--- config.mk ---
export PLATFORM = sky130hd
export DESIGN_NAME = ro_scan_scheduler_flat
export DESIGN_NICKNAME = d
export VERILOG_FILES = /design/src/rtl/ro_puf_pkg.sv /design/src/rtl/ro_scan_scheduler_if.sv /design/src/rtl/ro_pair_compare.sv /design/src/rtl/ro_scan_scheduler.sv /design/src/flat_wrapper.sv
export SDC_FILE = /design/constraint.sdc
export NUM_CORES = 1
export LEC_CHECK = 0
export ABC_AREA = 1
export CAP_MARGIN = 40
export CORE_MARGIN = 1.5
export CORE_UTILIZATION = 62
export DETAILED_ROUTE_END_ITERATION = 8
export GPL_TIMING_DRIVEN = 1
export PLACE_DENSITY = 0.84
export SETUP_SLACK_MARGIN = 0.5
export SLEW_MARGIN = 10
export SYNTH_ARGS = -nofsm -noshare
export SYNTH_HDL_FRONTEND = slang
export SYNTH_HIERARCHICAL = 1
export SYNTH_SLANG_ARGS = --single-unit
--- constraint.sdc ---
create_clock -name count_clk -period 17.2 [get_ports count_clk]
set_input_delay 4.3 -clock count_clk [delete_from_list [all_inputs] [get_ports count_clk]]
set_output_delay 4.3 -clock count_clk [all_outputs]
set_load 0.02 [all_outputs]
--- src/rtl/ro_puf_pkg.sv ---
// Shared types for the ring-oscillator PUF scan path: scan states, default sizes
// and the packed response record handed to host-side consumers.
package ro_puf_pkg;

    localparam int DEF_NUM_RO = 9;
    localparam int DEF_CNT_W  = 32;
    localparam int MAX_NUM_RO = 16;

    typedef enum logic [2:0] {
        ST_IDLE,
        ST_SETTLE,
        ST_GATE,
        ST_HOLD,
        ST_CAPTURE,
        ST_DONE
    } ro_scan_state_e;

    // Sized for the largest supported bank; narrower banks zero-extend.
    typedef struct packed {
        logic [MAX_NUM_RO-2:0] data;
        logic [MAX_NUM_RO-1:0] err;
    } ro_rsp_t;

    function automatic int max3(input int a, input int b, input int c);
        int m;
        m = (a > b) ? a : b;
        return (m > c) ? m : c;
    endfunction

endpackage

--- src/rtl/ro_scan_scheduler_if.sv ---
// Host-side challenge/response handshake of the RO scan scheduler.
interface ro_scan_scheduler_if
    import ro_puf_pkg::*;
#(
    parameter int NUM_RO = DEF_NUM_RO
);
    logic              req_valid;
    logic              req_ready;
    logic [7:0]        req_challenge;
    logic              rsp_valid;
    logic              rsp_ready;
    logic [NUM_RO-2:0] rsp_data;
    logic [NUM_RO-1:0] rsp_err;

    modport master (
        output req_valid, req_challenge, rsp_ready,
        input  req_ready, rsp_valid, rsp_data, rsp_err
    );

    modport slave (
        input  req_valid, req_challenge, rsp_ready,
        output req_ready, rsp_valid, rsp_data, rsp_err
    );
endinterface

--- src/rtl/ro_pair_compare.sv ---
// Adjacent-pair comparison of captured counts; dead-oscillator flags are only
// produced when built with RO_SCAN_DEAD_CHECK_EN.
module ro_pair_compare
#(
    parameter int NUM_RO    = 9,
    parameter int CNT_W     = 32,
    parameter int MIN_COUNT = 16
) (
    input  logic [NUM_RO-1:0][CNT_W-1:0] counts,
    output logic [NUM_RO-2:0]            rsp_data,
    output logic [NUM_RO-1:0]            rsp_err
);
`ifdef RO_SCAN_DEAD_CHECK_EN
    localparam bit DEAD_CHECK = 1'b1;
`else
    localparam bit DEAD_CHECK = 1'b0;
`endif

    always_comb begin
        rsp_data = '0;
        rsp_err  = '0;
        for (int i = 0; i < NUM_RO - 1; i++) begin
            rsp_data[i] = counts[i] > counts[i+1];
        end
        // Folds away entirely when the dead check is not built.
        for (int i = 0; i < NUM_RO; i++) begin
            rsp_err[i] = DEAD_CHECK && (counts[i] < CNT_W'(MIN_COUNT));
        end
    end
endmodule

--- src/rtl/ro_scan_scheduler.sv ---
// Cycle-exact sequencer for the RO bank and shared edge counter.
// Optional dead-oscillator flagging is enabled with RO_SCAN_DEAD_CHECK_EN.
module ro_scan_scheduler
    import ro_puf_pkg::*;
#(
    parameter int NUM_RO    = DEF_NUM_RO,
    parameter int CNT_W     = DEF_CNT_W,
    parameter int SETTLE    = 16,
    parameter int WINDOW    = 65536,
    parameter int HOLD      = 4,
    parameter int MIN_COUNT = 16
) (
    input  logic                 count_clk,
    input  logic                 reset,
    ro_scan_scheduler_if.slave   host,
    output logic [5:0]           ro_challenge,
    output logic [NUM_RO-1:0]    ro_en,
    output logic                 cnt_clear,
    output logic                 cnt_gate,
    input  logic [CNT_W-1:0]     cnt_value,
    output logic                 busy
);
    localparam int TW = $clog2(max3(SETTLE, WINDOW, HOLD) + 1);
    localparam logic [3:0] LAST = 4'(NUM_RO - 1);

    ro_scan_state_e state, state_next;
    logic [3:0]     idx, idx_next;
    logic [TW-1:0]  tcnt, tcnt_next;
    logic           req_ready, rsp_valid;

    logic [NUM_RO-1:0][CNT_W-1:0] counts, cmp_counts;
    logic [NUM_RO-2:0]            cmp_data, rsp_data_q;
    logic [NUM_RO-1:0]            cmp_err, rsp_err_q;

    always_ff @(posedge count_clk or posedge reset) begin
        if (reset) begin
            state <= ST_IDLE;
            idx   <= '0;
            tcnt  <= '0;
        end else begin
            state <= state_next;
            idx   <= idx_next;
            tcnt  <= tcnt_next;
        end
    end

    always_comb begin
        state_next = state;
        idx_next   = idx;
        tcnt_next  = tcnt;
        req_ready  = 1'b0;
        rsp_valid  = 1'b0;
        ro_en      = '0;
        cnt_clear  = 1'b1;
        cnt_gate   = 1'b0;
        case (state)
            ST_IDLE: begin
                req_ready = 1'b1;
                if (host.req_valid) begin
                    state_next = ST_SETTLE;
                    idx_next   = '0;
                    tcnt_next  = '0;
                end
            end
            ST_SETTLE: begin
                for (int i = 0; i < NUM_RO; i++) ro_en[i] = (idx == 4'(i));
                tcnt_next = tcnt + TW'(1);
                if (tcnt == TW'(SETTLE - 1)) begin
                    tcnt_next  = '0;
                    state_next = ST_GATE;
                end
            end
            ST_GATE: begin
                for (int i = 0; i < NUM_RO; i++) ro_en[i] = (idx == 4'(i));
                cnt_clear = 1'b0;
                cnt_gate  = 1'b1;
                tcnt_next = tcnt + TW'(1);
                if (tcnt == TW'(WINDOW - 1)) begin
                    tcnt_next  = '0;
                    state_next = ST_HOLD;
                end
            end
            ST_HOLD: begin
                for (int i = 0; i < NUM_RO; i++) ro_en[i] = (idx == 4'(i));
                cnt_clear = 1'b0;
                tcnt_next = tcnt + TW'(1);
                if (tcnt == TW'(HOLD - 1)) begin
                    tcnt_next  = '0;
                    state_next = ST_CAPTURE;
                end
            end
            ST_CAPTURE: begin
                cnt_clear = 1'b0;
                if (idx == LAST) begin
                    state_next = ST_DONE;
                end else begin
                    idx_next   = idx + 4'd1;
                    tcnt_next  = '0;
                    state_next = ST_SETTLE;
                end
            end
            ST_DONE: begin
                rsp_valid = 1'b1;
                if (host.rsp_ready) state_next = ST_IDLE;
            end
            default: state_next = ST_IDLE;
        endcase
    end

    // The comparator sees the count being captured this cycle so the response
    // can be registered on the same edge that enters DONE.
    always_comb begin
        cmp_counts = counts;
        for (int i = 0; i < NUM_RO; i++) begin
            if (state == ST_CAPTURE && idx == 4'(i)) cmp_counts[i] = cnt_value;
        end
    end

    ro_pair_compare #(
        .NUM_RO    (NUM_RO),
        .CNT_W     (CNT_W),
        .MIN_COUNT (MIN_COUNT)
    ) u_compare (
        .counts   (cmp_counts),
        .rsp_data (cmp_data),
        .rsp_err  (cmp_err)
    );

    always_ff @(posedge count_clk or posedge reset) begin
        if (reset) begin
            ro_challenge <= '0;
            counts       <= '0;
            rsp_data_q   <= '0;
            rsp_err_q    <= '0;
        end else begin
            if (state == ST_IDLE && host.req_valid) ro_challenge <= host.req_challenge[5:0];
            if (state == ST_CAPTURE) begin
                for (int i = 0; i < NUM_RO; i++) begin
                    if (idx == 4'(i)) counts[i] <= cnt_value;
                end
                if (idx == LAST) begin
                    rsp_data_q <= cmp_data;
                    rsp_err_q  <= cmp_err;
                end
            end
        end
    end

    assign host.req_ready = req_ready;
    assign host.rsp_valid = rsp_valid;
    assign host.rsp_data  = rsp_data_q;
    assign host.rsp_err   = rsp_err_q;
    assign busy           = (state != ST_IDLE);

endmodule

--- src/flat_wrapper.sv ---
// flat-port wrapper written by rule: the top's interface ports become plain ports
module ro_scan_scheduler_flat import ro_puf_pkg::*;
#(
    parameter int NUM_RO    = DEF_NUM_RO,
    parameter int CNT_W     = DEF_CNT_W,
    parameter int SETTLE    = 16,
    parameter int WINDOW    = 65536,
    parameter int HOLD      = 4,
    parameter int MIN_COUNT = 16
)
  (count_clk, reset, ro_challenge, ro_en, cnt_clear, cnt_gate, cnt_value, busy, host_req_valid, host_req_challenge, host_rsp_ready, host_req_ready, host_rsp_valid, host_rsp_data, host_rsp_err);
  ro_scan_scheduler_if #(.NUM_RO(NUM_RO)) host_i ();
  input  logic count_clk;
  input  logic reset;
  output logic [5:0] ro_challenge;
  output logic [NUM_RO-1:0] ro_en;
  output logic cnt_clear;
  output logic cnt_gate;
  input  logic [CNT_W-1:0] cnt_value;
  output logic busy;
  input wire logic [$bits(host_i.req_valid)-1:0] host_req_valid;
  input wire logic [$bits(host_i.req_challenge)-1:0] host_req_challenge;
  input wire logic [$bits(host_i.rsp_ready)-1:0] host_rsp_ready;
  output wire logic [$bits(host_i.req_ready)-1:0] host_req_ready;
  output wire logic [$bits(host_i.rsp_valid)-1:0] host_rsp_valid;
  output wire logic [$bits(host_i.rsp_data)-1:0] host_rsp_data;
  output wire logic [$bits(host_i.rsp_err)-1:0] host_rsp_err;
  assign host_i.req_valid = host_req_valid;
  assign host_i.req_challenge = host_req_challenge;
  assign host_i.rsp_ready = host_rsp_ready;
  assign host_req_ready = host_i.req_ready;
  assign host_rsp_valid = host_i.rsp_valid;
  assign host_rsp_data = host_i.rsp_data;
  assign host_rsp_err = host_i.rsp_err;
  ro_scan_scheduler #(.NUM_RO(NUM_RO), .CNT_W(CNT_W), .SETTLE(SETTLE), .WINDOW(WINDOW), .HOLD(HOLD), .MIN_COUNT(MIN_COUNT)) u_core (.count_clk(count_clk), .reset(reset), .host(host_i), .ro_challenge(ro_challenge), .ro_en(ro_en), .cnt_clear(cnt_clear), .cnt_gate(cnt_gate), .cnt_value(cnt_value), .busy(busy));
endmodule
==> out/qor.yml, run 1 <==
status:
  status: "finished clean"
clock_tree:
  clock_sinks: 335
  clk_root_buffer_cell: "clkbuf_16"
  clock_path_buffers: 3
  cts_resized: 0
  h-tree-depth: 2
  insertion_delay_ps: 520
  post_cts_buffers: 0
  cts_tree: "yes"
  cts_made_buffers: 37
  postCtsHoldBufs: 0
  cts.clk_slew.worst_paths_ps: 60
floorplanning:
  die_h_um: 183
  core_um2: 31600
  io_pins: 81
  num_rows: 65
  die_area_um2: 33300
  start_util: 0.631
  die_x_um: 183
timing:
  hold_viol_final: 0
  relSlewSlack: 0.267
  tns_ps: 0
  drv_slew: 0
  setup_viol: 0
  period_minus_slack_ps: 6700
  finalCritPeriodShare: 0.389
  hold_ws_ps: 471
  worstMarginPinSlew_ps: 1100
  rsz0062_at_grt: "no"
  clock_skew_ps: 18.7
  fmax_mhz: 149
global_route:
  grt_max_degree: 197
  overflow: 0
  grt_pass1_wl_um: 78200
  grt_pass1_vias: 16400
  antenna_found_initial: 0
  grt_use_total: 0.290
finish:
  synthToLayoutAreaGrowth_pct: 11.1
  fillCellCount: 2361
  postLayoutCoreUtil: 0.702
  nets: 2821
  num_antenna_cells: 0
  drive_gt1_frac: 0.0477
  register_area_um2: 8380
  multiInputGateArea_um2: 9800
worst_setup_path:
  reg2reg_depth: 18
  critPathMaxStageDelay_ps: 660
  worstPathArrival_ps: 2400
  path_max_fanout: 8
  crit_path_end_kind: "output port"
  critPathLaunchType: "flop"
  worst-r2r-setup-slack_ps: 12620
  crit_type: "flop to output port"
  crit_chain: "bufinv_8 -> nor2_4 -> inv_1 -> nor3_1 -> clkdlybuf4s50_1"
  critPathSlowestCell: "clkdlybuf4s50_1"
  critPathRequiredTime_ps: 12900
detailed_routing:
  dr.pass1.iters: 5
  via_per_inst: 5.57
  ant_nets: 0
  vias: 16400
  drc: 0
  route.detailed.wl_per_inst_um: 16.0
  drt-total-wl_um: 46900
  drt-initial-drc-count: 1215
logic_synthesis:
  avgSynthCellArea_um2: 8.15
  yosysSeqAreaShare: 0.420
  synth_top_area_frac: 0.420
  synth-simple-area-share: 0.202
  synth_compound_area_frac: 0.120
  yosys.area_share.xor_xnor: 0.00219
  synth_top_cell_by_area: "dfrtp_1"
  ys_seq_elements: 335
  syn_area_um2: 20000
  yosysWarnings: 6
  synthCells: 2450
  synth_top_family_by_area: "simple AND/OR/NAND/NOR gates"
  synthAdderAreaFrac: 0.165
  ys_types: 40
  synthMuxAreaShare: 0
  synthTopCellsByArea: "dfrtp_1, ha_1, nand2_1"
place:
  routabilityCongestion: 0.892
  hpwl_um: 33400
  port_buffers: 78
run:
  maxCapViolCount: 0
worst_hold_path:
  hold_path_class: "flop to flop"
  worstHoldPathCells: 2
power:
  p_leak_nw: 13.4
  peakVddDrop_v: 0.0000752
  pwr_density_cell_nw_per_um2: 138
report_power, final:
part           switching [mW]  internal (mW)  total [mW]
clock                   0.307          0.447       0.754
combinational           0.840          0.464        1.30
sequential             0.0618          0.947        1.01
registers in the layout, indices dropped and copies added (netlist names):
| signal | flops |
|---|---|
| u_core/counts | 288 |
| u_core/host.rsp_data | 8 |
| u_core/host.rsp_err | 9 |
| u_core/idx | 4 |
| u_core/ro_challenge | 6 |
| u_core/state | 3 |
| u_core/tcnt | 17 |
per-stage QoR:
step / power (mW) / instance area [um^2] / setup WS (ps) / cells
after detailed placement: 2.29 / 21100 / 10240 / 2877
after global placement: 2.20 / 21000 / 10260 / 2872
after floorplan: 1.92 / 20000 / 3620 / 2458
final: 3.07 / 22200 / 10500 / 2938
after global routing: 3.29 / 22200 / 10410 / 2938
after CTS: 3.06 / 22200 / 10500 / 2938
cell usage after synthesis:
cell type    n
nor3b_1      1
clkbuf_1    12
nor2_1      96
nand2_8      1
o21ai_0    140
buf_6        1
inv_1      368
inv_2       12
nand3_2      6
nor2_4       9
nand2_4      3
o21a_1      16
xor2_1       4
ha_1       263
buf_2       45
dfrtp_1    335
and3b_1      3
nor2_2      17
buf_4        9
and2_4       4
nand2_2      1
buf_12       1
nand4_1     36
nand3_1     50
o21bai_1     1
and2_1       4
o21ai_1    172
o211ai_1     1
a21o_1       8
bufinv_8     1
nand3_4      4
o22ai_1      2
conb_1       1
o2111ai_1    1
inv_4        2
nand4_4      4
xnor2_1      1
nor3_1      22
nand2_1    670
a21oi_1    123
cells in the final DEF, fill, tap and decap left out, types with 3 or more instances in the layout:
cell,Yosys,layout
nand4_1,36,36
inv_2,12,12
clkbuf_1,12,12
nor2_4,9,9
o21ai_1,172,172
a21oi_1,123,123
clkbuf_16,0,37
nand2_4,3,3
a21o_1,8,8
ha_1,263,263
o21a_1,16,16
nor2_1,96,96
nand4_4,4,4
conb_1,1,9
nand2_1,670,670
o21ai_0,140,140
dfrtp_1,335,335
xor2_1,4,4
and3b_1,3,3
clkbuf_8,0,5
nand3_1,50,50
nand3_2,6,6
nor2_2,17,17
buf_12,1,5
and2_1,4,4
clkdlybuf4s50_1,0,78
inv_1,368,367
and2_4,4,4
nor3_1,22,22
nand3_4,4,4
clkinv_2,0,3
layer usage:
layer	global-route usage	routed length [um]
met3	0.0351	2170
met2	0.507	22900
met4	0.117	1730
met5	0	0
met1	0.365	20100
final timing paths:
| kind | start | endpoint |
|---|---|---|
| min in group asynchronous | reset | u_core/counts[9] |
| worst min-delay path | u_core/ro_challenge[5] | u_core/ro_challenge[5] |
| worst min register to register | u_core/ro_challenge[5] | u_core/ro_challenge[5] |
| worst max-delay path | u_core/idx[2] | ro_en[7] |
| worst max register to register | u_core/state[0] | u_core/host.rsp_data[7] |
| max in group asynchronous | reset | u_core/counts[282] |
worst max-delay path, delay by kind of cell, from the launching register on:
family        cells  cell delay [ps]
flops             1              370
simple gates      2              470
buf+inv           3             1040
cell families after synthesis:
logic type | count (synthesis)
fa+ha+maj | 263
flops | 335
compound gates | 464
xor+xnor | 5
other cells | 1
buf+inv | 451
simple gates | 931
area by class of cell:
| cell class | instances | area share |
|---|---|---|
| clock buffers | 54 | 0.0468 |
| repair buffers | 85 | 0.0413 |
| inverters | 383 | 0.0660 |
| well taps | 402 | 0.0227 |
| multi-input cells | 1672 | 0.442 |
| clock inverters | 7 | 0.00406 |
| flip-flops and latches | 335 | 0.378 |
Note: power is estimated with default switching activity, not from simulation.
==> run 2: changes to the inputs <==
==> constraint.sdc (replaced) <==
create_clock -name count_clk -period 6.7 [get_ports count_clk]
set_input_delay 1.675 -clock count_clk [delete_from_list [all_inputs] [get_ports count_clk]]
set_output_delay 1.675 -clock count_clk [all_outputs]
set_load 0.02 [all_outputs]
==> out/qor.yml, run 2 (synthesis results as in run 1) <==
timing:
  hold_viol_final: 0
  setup_viol: 0
  worstMarginPinSlew_ps: 874
  rsz0062_at_grt: "no"
  relSlewSlack: 0.417
  drv_slew: 0
  finalCritPeriodShare: 0.637
  period_minus_slack_ps: 4270
  fmax_mhz: 234
  clock_skew_ps: 18.1
  tns_ps: 0
detailed_routing:
  wl_met2_um: 23200
  dr.pass1.iters: 6
  vias: 16600
  top_layer: "met4"
  via_per_inst: 5.65
  wl_met1_um: 20100
  ant_nets: 0
  drc: 0
  route.detailed.wl_per_inst_um: 16.3
  drt-initial-drc-count: 1245
  routed-wl-met3_um: 2590
  drt-total-wl_um: 48100
floorplanning:
  die_x_um: 183
  die_area_um2: 33300
  die_h_um: 183
  num_rows: 65
  io_pins: 81
  core_um2: 31600
  start_util: 0.631
finish:
  drive_gt1_frac: 0.0512
  num_antenna_cells: 0
  layout_commonest_cell: "nand2_1"
  multiInputGateArea_um2: 9800
  synthToLayoutAreaGrowth_pct: 12.1
  nets: 2823
  final_cell_mix: "nand2_1, inv_1, dfrtp_1, ha_1, o21ai_1"
  fillCellCount: 2287
  register_area_um2: 8380
  postLayoutCoreUtil: 0.708
  largest-register: "u_core/counts"
  largest_register_ff_count: 288
clock_tree:
  cts_made_buffers: 38
  clk_root_buffer_cell: "clkbuf_16"
  clock_sinks: 335
  postCtsHoldBufs: 0
  h-tree-depth: 2
  cts_resized: 0
  cts_tree: "yes"
  cts.clk_slew.worst_paths_ps: 60
  post_cts_buffers: 0
  insertion_delay_ps: 530
  clock_path_buffers: 3
power:
  pwr_density_cell_nw_per_um2: 364
  p_leak_nw: 13.5
  peakVddDrop_v: 0.000249
status:
  status: "finished clean"
worst_setup_path:
  critPathRequiredTime_ps: 7160
  worstPathArrival_ps: 4720
  crit_path_end_kind: "flop"
  critPathLaunchType: "flop"
  path_max_fanout: 42
  crit_type: "flop to flop"
global_route:
  grt_use_total: 0.296
  overflow: 0
  antenna_found_initial: 0
  grt_pass1_vias: 16600
  grt_pass1_wl_um: 79700
  grt_max_degree: 154
worst_hold_path:
  hold_path_class: "flop to flop"
place:
  routabilityCongestion: 0.900
  hpwl_um: 33300
  port_buffers: 78
run:
  maxCapViolCount: 0
## run 2: changes by cell type in the layout (fill, tap and decap cells not counted), sizes merged
cell,previous run,this run
clkinvlp,2,1
bufinv,3,6
buf,7,8
inv,382,381
clkinv,3,5
## run 2: stage by stage
step	worst slack, ps	total power, mW	cell area (um^2)	instances	hold slack (ps)
global route	2120	8.73	22400	2942	490
detailed placement	2380	5.86	21100	2878	457
CTS	2410	8.11	22400	2942	472
floorplan	548	4.94	20000	2458	464
finish	2430	8.15	22400	2942	467
global placement	2460	5.66	21000	2873	454
## run 2: where the power goes
| group | internal [mW] | switching, mW |
|---|---|---|
| clock network | 1.36 | 0.806 |
| registers | 2.43 | 0.159 |
| logic | 1.19 | 2.19 |
## run 2: worst paths after layout
| check | from | endpoint | slack (ps) | depth (start not counted) |
|---|---|---|---|---|
| setup / recovery | u_core/state[0] | u_core/host.rsp_data[7] | 2430 | 19 |
| hold / removal | u_core/host.rsp_err[3] | u_core/host.rsp_err[3] | 470 | 2 |
| setup reg to reg | u_core/state[0] | u_core/host.rsp_data[7] | 2430 | 19 |
| hold reg to reg | u_core/host.rsp_err[3] | u_core/host.rsp_err[3] | 470 | 2 |
| max in group asynchronous | reset | u_core/counts[281] | 3980 | 3 |
| min in group asynchronous | reset | u_core/counts[10] | 1530 | 2 |
## run 2: cell type report
cell class | count | share of cell area
Clock inverter | 10 | 0.00782
Tap cell | 402 | 0.0225
Inverter | 383 | 0.0652
Sequential cell | 335 | 0.374
Multi-Input combinational cell | 1672 | 0.438
Timing Repair Buffer | 86 | 0.0418
Clock buffer | 54 | 0.0507
## run 2: worst max-delay path, cell delays in order, from the launching register on
cell and delay [ps]:
dfrtp_1 480, inv_4 110, nand2_4 60, nor2_4 450, inv_2 100, nor2_4 440, inv_2 450, buf_4 420
o21ai_1 240, inv_1 60, ha_1 290, nand2_1 100, nor2_2 150, and2_4 180, nand3_2 60, nor2_2 90
nand2_1 60, a21oi_1 260, nand2_1 90, nand2_1 80
## run 2: metal layers
metal | GRT usage | up-vias
met5 | 0 | -
met3 | 0.0379 | 135
met2 | 0.504 | 524
li1 | - | 8036
met4 | 0.140 | 0
met1 | 0.376 | 7926
